--- config.mk ---
export PLATFORM = sky130hd
export DESIGN_NAME = fft_mul_sched
export DESIGN_NICKNAME = d
export VERILOG_FILES = /design/src/rtl/fft_pkg.sv /design/src/rtl/rr_arbiter.sv /design/src/rtl/fft_mul_sched.sv
export SDC_FILE = /design/constraint.sdc
export NUM_CORES = 1
export LEC_CHECK = 0
export ABC_AREA = 0
export CAP_MARGIN = 20
export CORE_AREA = 10 10 149 151
export DETAILED_ROUTE_END_ITERATION = 7
export DIE_AREA = 0 0 159 161
export PLACE_DENSITY = 0.86
export SKIP_LAST_GASP = 1
export SLEW_MARGIN = 10
export SYNTH_ARGS = -nofsm -noshare
export SYNTH_HDL_FRONTEND = slang
export SYNTH_HIERARCHICAL = 1
export SYNTH_SLANG_ARGS = --single-unit
--- constraint.sdc ---
create_clock -name i_clk -period 7.6 [get_ports i_clk]
set_input_delay 1.14 -clock i_clk [delete_from_list [all_inputs] [get_ports i_clk]]
set_output_delay 1.14 -clock i_clk [all_outputs]
set_load 0.005 [all_outputs]
--- src/rtl/fft_pkg.sv ---
// rtl/fft_pkg.sv - shared types for the FFT multiplier scheduler
package fft_pkg;

  // Widest requester id supported (N_REQ up to 8); blocks truncate to their own ID_W.
  localparam int TAG_ID_W = 3;

  typedef enum logic [1:0] {
    IDLE,
    RUN,
    DRAIN,
    HALT
  } sched_state_e;

  typedef struct packed {
    logic                vld;
    logic [TAG_ID_W-1:0] id;
  } tag_t;

endpackage

--- src/rtl/rr_arbiter.sv ---
// rtl/rr_arbiter.sv - round-robin arbiter, one-hot grant, pointer moves on accept
module rr_arbiter #(
  parameter int N   = 4,
  parameter int IDW = (N > 2) ? $clog2(N) : 1
) (
  input  logic           i_clk,
  input  logic           i_rst,
  input  logic [N-1:0]   i_req,
  input  logic           i_en,
  output logic [N-1:0]   o_grant,
  output logic [IDW-1:0] o_grant_id,
  output logic           o_accept
);

  logic [IDW-1:0] ptr_q;
  logic [IDW-1:0] ptr_d;

  // Search starts one past the last winner so every requester gets a turn.
  always_comb begin
    int             idx_wide;
    logic [IDW-1:0] idx;
    logic           found;
    o_grant    = '0;
    o_grant_id = '0;
    found      = 1'b0;
    idx_wide   = 0;
    idx        = '0;
    for (int i = 1; i <= N; i++) begin
      idx_wide = (int'(ptr_q) + i) % N;
      idx      = IDW'(idx_wide);
      if (i_en && !found && i_req[idx]) begin
        o_grant[idx] = 1'b1;
        o_grant_id   = idx;
        found        = 1'b1;
      end
    end
    o_accept = found;
    ptr_d    = found ? o_grant_id : ptr_q;
  end

  always_ff @(posedge i_clk) begin
    if (i_rst) begin
      ptr_q <= IDW'(N - 1);
    end else begin
      ptr_q <= ptr_d;
    end
  end

endmodule

--- src/rtl/fft_mul_sched.sv ---
// rtl/fft_mul_sched.sv - shares one pipelined multiplier among N_REQ requesters
module fft_mul_sched
  import fft_pkg::*;
#(
  parameter int  N_REQ   = 4,
  parameter int  DATA_W  = 32,
  parameter int  MUL_LAT = 3,
  localparam int ID_W    = (N_REQ > 2) ? $clog2(N_REQ) : 1,
  localparam int CNT_W   = $clog2(MUL_LAT + 3)
) (
  input  logic                    i_clk,
  input  logic                    i_rst,
  input  logic                    i_hold,
  input  logic [N_REQ-1:0]        i_req_valid,
  input  logic [N_REQ*DATA_W-1:0] i_req_a,
  input  logic [N_REQ*DATA_W-1:0] i_req_b,
  output logic [N_REQ-1:0]        o_req_ready,
  output logic                    o_mul_valid,
  output logic [DATA_W-1:0]       o_mul_a,
  output logic [DATA_W-1:0]       o_mul_b,
  input  logic [DATA_W-1:0]       i_mul_result,
  output logic [N_REQ-1:0]        o_res_valid,
  output logic [DATA_W-1:0]       o_res_data,
  output logic [ID_W-1:0]         o_res_id,
  output logic [CNT_W-1:0]        o_inflight,
  output logic                    o_busy,
  output logic                    o_halted
);

  sched_state_e             state_q;
  logic                     halted_q;
  logic                     arb_en;
  logic                     accept;
  logic [N_REQ-1:0]         grant;
  logic [ID_W-1:0]          grant_id;
  logic                     mul_valid_q;
  logic [DATA_W-1:0]        mul_a_q;
  logic [DATA_W-1:0]        mul_b_q;
  tag_t [MUL_LAT:0]         tag_q;
  tag_t                     tag_in;
  tag_t                     tail;
  logic [N_REQ-1:0]         res_valid_q;
  logic [DATA_W-1:0]        res_data_q;
  logic [ID_W-1:0]          res_id_q;
  logic [CNT_W-1:0]         inflight_q;
  logic [CNT_W-1:0]         inflight_d;
  logic                     busy_q;
  logic                     strobe;

  assign arb_en = !i_hold && ((state_q == IDLE) || (state_q == RUN));

  rr_arbiter #(
    .N   (N_REQ),
    .IDW (ID_W)
  ) u_arb (
    .i_clk      (i_clk),
    .i_rst      (i_rst),
    .i_req      (i_req_valid),
    .i_en       (arb_en),
    .o_grant    (grant),
    .o_grant_id (grant_id),
    .o_accept   (accept)
  );

  assign o_req_ready = grant;
  assign tail        = tag_q[MUL_LAT];
  assign strobe      = |res_valid_q;

  always_comb begin
    tag_in     = '0;
    tag_in.vld = accept;
    tag_in.id  = TAG_ID_W'(grant_id);
  end

  always_comb begin
    inflight_d = inflight_q;
    if (accept && !strobe) begin
      inflight_d = inflight_q + CNT_W'(1);
    end else if (!accept && strobe) begin
      inflight_d = inflight_q - CNT_W'(1);
    end
  end

  always_ff @(posedge i_clk) begin
    if (i_rst) begin
      mul_valid_q <= 1'b0;
      mul_a_q     <= '0;
      mul_b_q     <= '0;
      tag_q       <= '0;
      res_valid_q <= '0;
      res_data_q  <= '0;
      res_id_q    <= '0;
      inflight_q  <= '0;
      busy_q      <= 1'b0;
    end else begin
      mul_valid_q <= accept;
      if (accept) begin
        mul_a_q <= i_req_a[grant_id*DATA_W +: DATA_W];
        mul_b_q <= i_req_b[grant_id*DATA_W +: DATA_W];
      end
      tag_q <= {tag_q[MUL_LAT-1:0], tag_in};
      // The tail tag lines up with the cycle the multiplier presents this op's product.
      if (tail.vld) begin
        res_valid_q <= N_REQ'(1) << tail.id;
        res_data_q  <= i_mul_result;
        res_id_q    <= ID_W'(tail.id);
      end else begin
        res_valid_q <= '0;
      end
      inflight_q <= inflight_d;
      busy_q     <= (inflight_d != '0);
    end
  end

  always_ff @(posedge i_clk) begin
    if (i_rst) begin
      state_q  <= IDLE;
      halted_q <= 1'b0;
    end else begin
      case (state_q)
        IDLE, RUN: begin
          if (i_hold) begin
            state_q  <= (inflight_d != '0) ? DRAIN : HALT;
            halted_q <= (inflight_d == '0);
          end else if (accept) begin
            state_q <= RUN;
          end else if (inflight_d == '0) begin
            state_q <= IDLE;
          end
        end
        DRAIN: begin
          if (!i_hold) begin
            state_q <= RUN;
          end else if (inflight_d == '0) begin
            state_q  <= HALT;
            halted_q <= 1'b1;
          end
        end
        HALT: begin
          if (!i_hold) begin
            state_q  <= IDLE;
            halted_q <= 1'b0;
          end
        end
        default: begin
          state_q  <= IDLE;
          halted_q <= 1'b0;
        end
      endcase
    end
  end

  assign o_mul_valid = mul_valid_q;
  assign o_mul_a     = mul_a_q;
  assign o_mul_b     = mul_b_q;
  assign o_res_valid = res_valid_q;
  assign o_res_data  = res_data_q;
  assign o_res_id    = res_id_q;
  assign o_inflight  = inflight_q;
  assign o_busy      = busy_q;
  assign o_halted    = halted_q;

endmodule

==> results of run 1 <==
==> where the power goes <==
part | internal, uW | switching (uW)
sequential | 725 | 56.0
combinational | 538 | 344
clock | 456 | 291
total | 1720 | 692
==> layer usage <==
layer	share of wire	GRT usage	wire, um
met5	0	0	0
met4	0.023	0.06234	586
met3	0.091	0.07651	2355
met2	0.53	0.3519	13700
met1	0.36	0.1991	9353
==> area by class of cell <==
class                           instances  area share
Multi-Input combinational cell        381      0.3299
Tap cell                              265     0.02953
Antenna cell                            2   0.0004458
Sequential cell                       123      0.2194
Clock buffer                           21     0.04012
Clock inverter                         10    0.008581
Timing Repair Buffer                  413      0.3693
Inverter                                8    0.002675
==> state kept, by name (all words and copies together) (netlist names), 2 cells and up <==
name / count
state_q: 2
o_res_data: 32
o_res_valid: 4
u_arb/ptr_q: 2
o_mul_b: 32
tag_q: 12
o_inflight: 3
o_mul_a: 32
o_res_id: 2
==> worst max path at each step <==
stage,from,endpoint,slack [ns]
final,i_hold,o_req_ready[1],2.65
after global placement,i_hold,o_mul_b[24],2.24
after detailed placement,i_hold,state_q[0],2.57
after CTS,i_hold,o_req_ready[2],2.69
after global routing,i_hold,o_req_ready[2],2.46
after floorplan,i_req_valid[1],o_mul_a[31],3.98
==> stage by stage <==
stage          cells  utilization  instance area, um2
6_report        1223       0.5845               11230
5_1_grt         1223       0.5845               11230
4_1_cts         1220       0.5832               11200
3_5_place_dp    1189       0.5548               10660
3_3_place_gp    1188       0.5533               10630
2_1_floorplan    556            -                6375
==> cells by family after synthesis <==
family / synth area share
fa+ha+maj: 0.01766
buf+inv: 0.03768
compound gates: 0.04063
mux: 0.3971
xor+xnor: 0.002748
simple gates: 0.1180
flops: 0.3863
==> cell usage after synthesis (all sizes together) (5+ instances only) <==
cell,count
mux2i,101
o21ai,5
clkbuf,18
a221o,5
nand2,19
nor2b,14
dfxtp,123
ha,9
mux4,67
buf,26
nand2b,6
a21oi,5
inv,8
nor2,110
==> cell usage in the layout, fill, tap and decap left out, types with 8 or more instances in the layout <==
| master | instances |
|---|---|
| sky130_fd_sc_hd__mux4_2 | 67 |
| sky130_fd_sc_hd__inv_1 | 8 |
| sky130_fd_sc_hd__clkbuf_16 | 17 |
| sky130_fd_sc_hd__nor2b_1 | 14 |
| sky130_fd_sc_hd__mux2i_1 | 100 |
| sky130_fd_sc_hd__dfxtp_1 | 122 |
| sky130_fd_sc_hd__ha_1 | 9 |
| sky130_fd_sc_hd__nor2_1 | 110 |
| sky130_fd_sc_hd__nand2_1 | 18 |
| sky130_fd_sc_hd__clkdlybuf4s50_1 | 405 |
==> impl_summary.md, run 1 <==
Hold path
Along the worst hold path, the cell count comes to 1. The worst hold-check path type is reg2reg. The startpoint identified for the worst hold timing path is tag_q[1]. The endpoint of the worst hold-timing path is tag_q[5].

Critical path
The signal on the critical path passes through clkdlybuf4s50_1 > nor2_1 > nand2b_1 > o22a_1 > nor4_4 > a221o_1 > clkdlybuf4s50_1. The logic depth of the worst path, buffers included is 7. For the worst setup path, the data required time is 6.46 ns. The largest stage delay on the critical path is approximately 0.56 ns. The launching point of the worst reg2reg path is u_arb/ptr_q[0]. The worst register-to-register path ends at state_q[0]. The critical path buffer and inverter count is 2. Counting cells, the worst reg-to-reg path comes to 10. Of all nets on the critical path, the largest fanout is 11. The class of the most critical setup path is in2out. The setup slack on the worst flop-to-flop path is 3.16 ns. The cell type group with the largest total delay on the critical path is buffers and inverters. By instance count, the cell type seen most on the critical path is sky130_fd_sc_hd__clkdlybuf4s50_1. The arrival time at the worst endpoint is approximately 3.8 ns. The critical path capture point type is an output pin. The slowest stage of the critical path is the sky130_fd_sc_hd__nor2_1 cell. STA classifies the critical path startpoint as a primary input.

STA
The final setup TNS is 0 ns. The hold slack is roughly 0.43 ns. Setup repair after global routing left no endpoint under its margin. Setup violations remaining at the end of the flow were counted as 0. For the pin with the worst max-slew slack, the measured transition is between 0.7 and 0.8 ns. The worst path meets setup with ~2.6 ns of slack. Subtracting the final worst setup slack from the clock period gives 4.952 ns. The part of the cycle the worst path needs is 0.6516. The clock arrives with 0.01275 ns of skew.

The fmax is 201.9 MHz. The final-report max-slew violation count was 0. The relative max-transition margin is 0.4670.

The final hold violation count is 0.

Synthesis
The sequential-to-total area share from yosys stat is 0.3863. The cell area that synthesis handed to floorplanning was 0.006375 mm2. The count of flip-flops with a built-in enable after synthesis is 0.

During synthesis, Yosys emitted a total of 6 warnings. Of the post-synthesis cell area, the dominant cell type holds 0.3863. The async set-reset flop share out of synthesis is 0. Yosys attributes the largest share of cell area to sky130_fd_sc_hd__dfxtp_1, sky130_fd_sc_hd__mux4_2, sky130_fd_sc_hd__mux2i_1. The number of different library cells used by synthesis comes to 47. Synthesis produced a netlist with a net count of 860. The number of flip-flops and latches in the synthesized netlist is 123. In this run the mean area of a mapped cell was 11.47 um2. The top flip-flop cell by instance count after synthesis is sky130_fd_sc_hd__dfxtp_1. Synthesis produced a netlist whose cell count is around 560.

The leading area contributor after synthesis is sky130_fd_sc_hd__dfxtp_1.

Outcome
The flow ran to the end, and the final reports show no timing, DRC or antenna violations.

Route
The first routing iteration left 293 violations. The count of nets left with antenna violations once routing finished came out at 0. The via count is 6,030. After detailed routing, the average wire length per cell comes to 21.26 um.

Wires add up to about 26,000 um. The detailed-routing iteration count for the pre-antenna-repair pass is 4. The number of DRC violations after detailed routing is 0.

After detailed routing, the number of vias per cell comes to around 4.9.

Place
The HPWL after detailed placement is 21,490 um. OpenSTA, run right after detailed placement, puts the worst setup slack at 2.566 ns. During placement, the flow inserted port buffers numbering ~410. The congestion estimate from routability-driven global placement came to 0.8906.

Clock tree
Clock tree synthesis found a total of 123 sinks. After clock tree synthesis, the clock-pin slew on the worst setup and hold paths is 0.06 ns. The clock latency reported for the late side of the worst-skew pair is 0.41 ns. Clock tree synthesis selected as its root buffer the cell sky130_fd_sc_hd__clkbuf_16.

The TritonCTS clock tree is yes. The number of post-CTS setup repair buffers is 0. The number of hold buffers added after cts is 0.

The H-tree level count is 4. The longest clock path from root to sink contains 2 buffers. The quantity of gates resized following cts is 0.

Buffers inserted during clock tree synthesis total 17.

Pwr
Overall power consumption after layout is estimated at 2411 uW. Dividing total power by cell area gives a power density of 214.8 mW/mm2. Summed over all cells, the static leakage comes to 0.004147 uW. The worst-case IR drop observed on VDD is 0.1219 mV.

Die
The core region is 0.01921 mm2. For this configuration, the core starts out at a cell density of 0.3319. The floorplan has just over 50 rows. The number of I/O pins is ~410. The die height is approximately 160 um.

The area of the die is 0.02560 mm2. From left edge to right edge, the die measures 159 um.

Flow run
The number of maximum-capacitance violations is 0.

Finish
In the final layout, the share of cells above drive strength 1 is 0.1182. The multi-input gate area in the final layout is approximately 0.0037 mm2. The combined flip-flop and latch cell area is around 0.0025 mm2. For this run, the post-layout net count is 1,248. After filler insertion, the fill cell instance count of the layout stands at 1,558. Relative to the synthesized area, the layout overhead comes to 76.11%.

GRT
The overflow left after global routing is 0. The overall fraction of global-route tracks in use is 0.1932. The number of antenna violations at the first check in global routing was 2.

The via count of the first global-routing pass is 6,455. The first-pass GRT wire length is 38,610 um. Entering global routing, the biggest net connects 70 pins.
Note: power is estimated with default switching activity, not from simulation.
==> run 2: changes to the inputs <==
CORE_AREA = not set   (was 10 10 149 151)
CORE_MARGIN = 10   (was not set)
CORE_UTILIZATION = 34   (was not set)
DIE_AREA = not set   (was 0 0 159 161)
PLACE_DENSITY = 0.91   (was 0.86)
clock period = 4.48 ns   (was 7.6 ns; I/O delays follow)
==> run 2 against run 1 <==
  * Cell count down 2.5%
  * Register-to-register slack lost 2.6 ns
  * Power up 77%
  * Clock-buffer cell count is 1 lower
  * Sequential share of layout area down 0.085 points
  * Clock skew down 0.0060 ns
  * Critical path depth fell by 1
  * Global-route usage is 0.94 points higher
  * Setup slack got worse by 2.4 ns
  * Cell area is 0.39% higher
  * Critical path type is now reg2out
  * Largest power group unchanged
  * Highest routed layer unchanged
==> impl_summary.md, run 2 (synthesized netlist as in run 1, its figures left out) <==
Clock tree
For the worst-skew pair, the clock arrives at the later sink with an insertion delay of 0.41 ns. The clock buffer count from CTS is 17. The quantity of gates resized following cts is 0.

The TritonCTS clock tree is yes. The clock edge transition at the registers on the reported setup and hold paths is 0.06 ns. The longest clock path from root to sink contains 2 buffers. The number of post-CTS setup repair buffers is 0.

The H-tree level count is 4. The number of hold buffers added after cts is 0. Counting every sink on the clock net gives 123. The clock root buffer master is sky130_fd_sc_hd__clkbuf_16.

Critical path
The signal on the critical path passes through inv_1 > ha_1 > mux4_2 > nor4_4 > a221o_1 > clkdlybuf4s50_1. The cell type group with the largest total delay on the critical path is buffers and inverters. The data required time of the critical path is 3.81 ns.

The critical path buffer and inverter count is 2. The highest net fanout along the worst path is 14. On the worst path, the slowest cell contributes a delay of ~0.67 ns. The sort of element at the start of the critical path is a register. For this design, the slowest cell found on the critical path is sky130_fd_sc_hd__dfxtp_1.

Data on the critical path arrives at its endpoint at 3.56 ns. The critical path startpoint is u_arb/ptr_q[0]. In this run the critical register-to-register path is launched from u_arb/ptr_q[0]. The critical path capture point type is an output pin. The class of the most critical setup path is reg2out.

Finish
The area added between synthesis and finish is 76.80%. Leaving out fill and tap cells, the most frequent cells in the layout are sky130_fd_sc_hd__clkdlybuf4s50_1, sky130_fd_sc_hd__dfxtp_1, sky130_fd_sc_hd__nor2_1. The final-layout fill cell count is 1,443. The post-layout utilization of the core is 0.6066.

The proportion of layout cells with a drive suffix above 1 is 0.1241. The multi-input combinational cells in the finished layout cover a total of 0.003704 mm2. Across the whole layout, storage elements account for 0.002464 mm2. 0 antenna diodes ended up in the layout.

The most frequent standard cell in the layout excluding fill and tap cells is sky130_fd_sc_hd__clkdlybuf4s50_1. The cell area after layout is 0.01127 mm2. The layout net count is 1,250.

Place
The congestion estimate from routability-driven global placement came to 0.9216. After legalization and detailed placement, the total HPWL measured 21,000 um. The number of input and output port buffers inserted is slightly above 400. The placed instance area is 0.01062 mm2.

Hold path
The start point of the worst hold path is tag_q[4]. The worst hold-check path type is reg2reg.

STA
The clock arrives with 0.006782 ns of skew. The final-report max-slew violation count came to 0. In the final timing run, aggregate negative setup slack is 0 ns. The final hold violation count was 0. Setup violations remaining at the end of the flow were counted as 0. For the finished layout, the period the worst path requires is 4.232 ns.

Setup repair after global routing left no endpoint under its margin. The transition time at the pin with the least slew margin is 0.9653 ns. The fmax is 236.3 MHz.

The part of the cycle the worst path needs is 0.9446. The relative max-transition margin is 0.3564.

Outcome
The run finished with clean final reports.

Pwr
Of the total power, the share spent switching nets is 0.2826. The total net switching power is 1208 uW. The combinational cell fraction of total power is 0.350. The internal power is 3065 uW.

The total power is 4273 uW. The static leakage is 0.004194 uW. IR analysis of the VDD net gives a maximum drop of around 0.21 mV.

Of the total power, the clock network draws 0.341. The sequential cell fraction of total power is 0.309. The total power density per cell area is 379.1 mW/mm2.

Route
The overall routed net length is 26,060 um. The count of nets left with antenna violations once routing finished came out at 0. The via count is 6,067.

The detailed-routing iteration count for the pre-antenna-repair pass is 4. The violation count after the first detailed-route iteration is 356. The per-cell routed wire length is 21.85 um. The average vias per placed instance is 5.085. After detailed routing, the number of remaining DRC violations is 0.

GRT
For this run, the total global-route usage over all layers was measured as 0.2026. The via count of the first global-routing pass was 6,562. The overflow left after global routing is 0. Entering global routing, the biggest net connects 92 pins. The first-pass GRT wire length is ~38,000 um. The number of antenna violations at the first check in global routing is 0.

Die
The floorplan step defined a die boundary enclosing 0.02463 mm2. The number of I/O pins is 407. The floorplan die width is approximately 160 um.

The initial utilization of the core area, before any placement, comes to 0.3431. After floorplanning, the core was sized to cover 0.01858 mm2. The row count is 50. The die height is 156.9 um.

Flow run
The number of maximum-capacitance violations is 0.
run 2: power by group through the flow:
stage,clock network [uW],registers (uW),logic [uW]
after global routing,1530,1340,1610
final,1460,1320,1490
after detailed placement,0,1340,1510
after CTS,1490,1320,1510
after floorplan,0,1330,815
after global placement,0,1340,1470
run 2: layout make-up:
cell class,instances,area share
Timing Repair Buffer,415,0.3686
Multi-Input combinational cell,381,0.3286
Sequential cell,123,0.2186
Clock buffer,20,0.04141
Tap cell,234,0.02598
Clock inverter,12,0.01421
Inverter,8,0.002664
run 2: routing by layer:
| layer | wire length (um) | GRT usage |
|---|---|---|
| met1 | 9211 | 0.2067 |
| met2 | 13590 | 0.3595 |
| met3 | 2316 | 0.07888 |
| met4 | 948 | 0.08989 |
| met5 | 0 | 0 |
run 2: worst paths after layout:
path	end	slack, ns	cells after the start
setup / recovery	o_req_ready[3]	0.25	6
hold / removal	tag_q[8]	0.43	1
setup reg to reg	o_mul_a[24]	0.59	9
hold reg to reg	tag_q[8]	0.43	1
run 2: through the flow:
step           hold slack, ns  cells  setup slack, ns
2_1_floorplan          0.4138    556            1.174
3_3_place_gp           0.4157   1160           0.6904
3_5_place_dp           0.4237   1160           0.5971
4_1_cts                0.4371   1192           0.2180
5_1_grt                0.4563   1193        0.0004601
6_report               0.4334   1193           0.2481
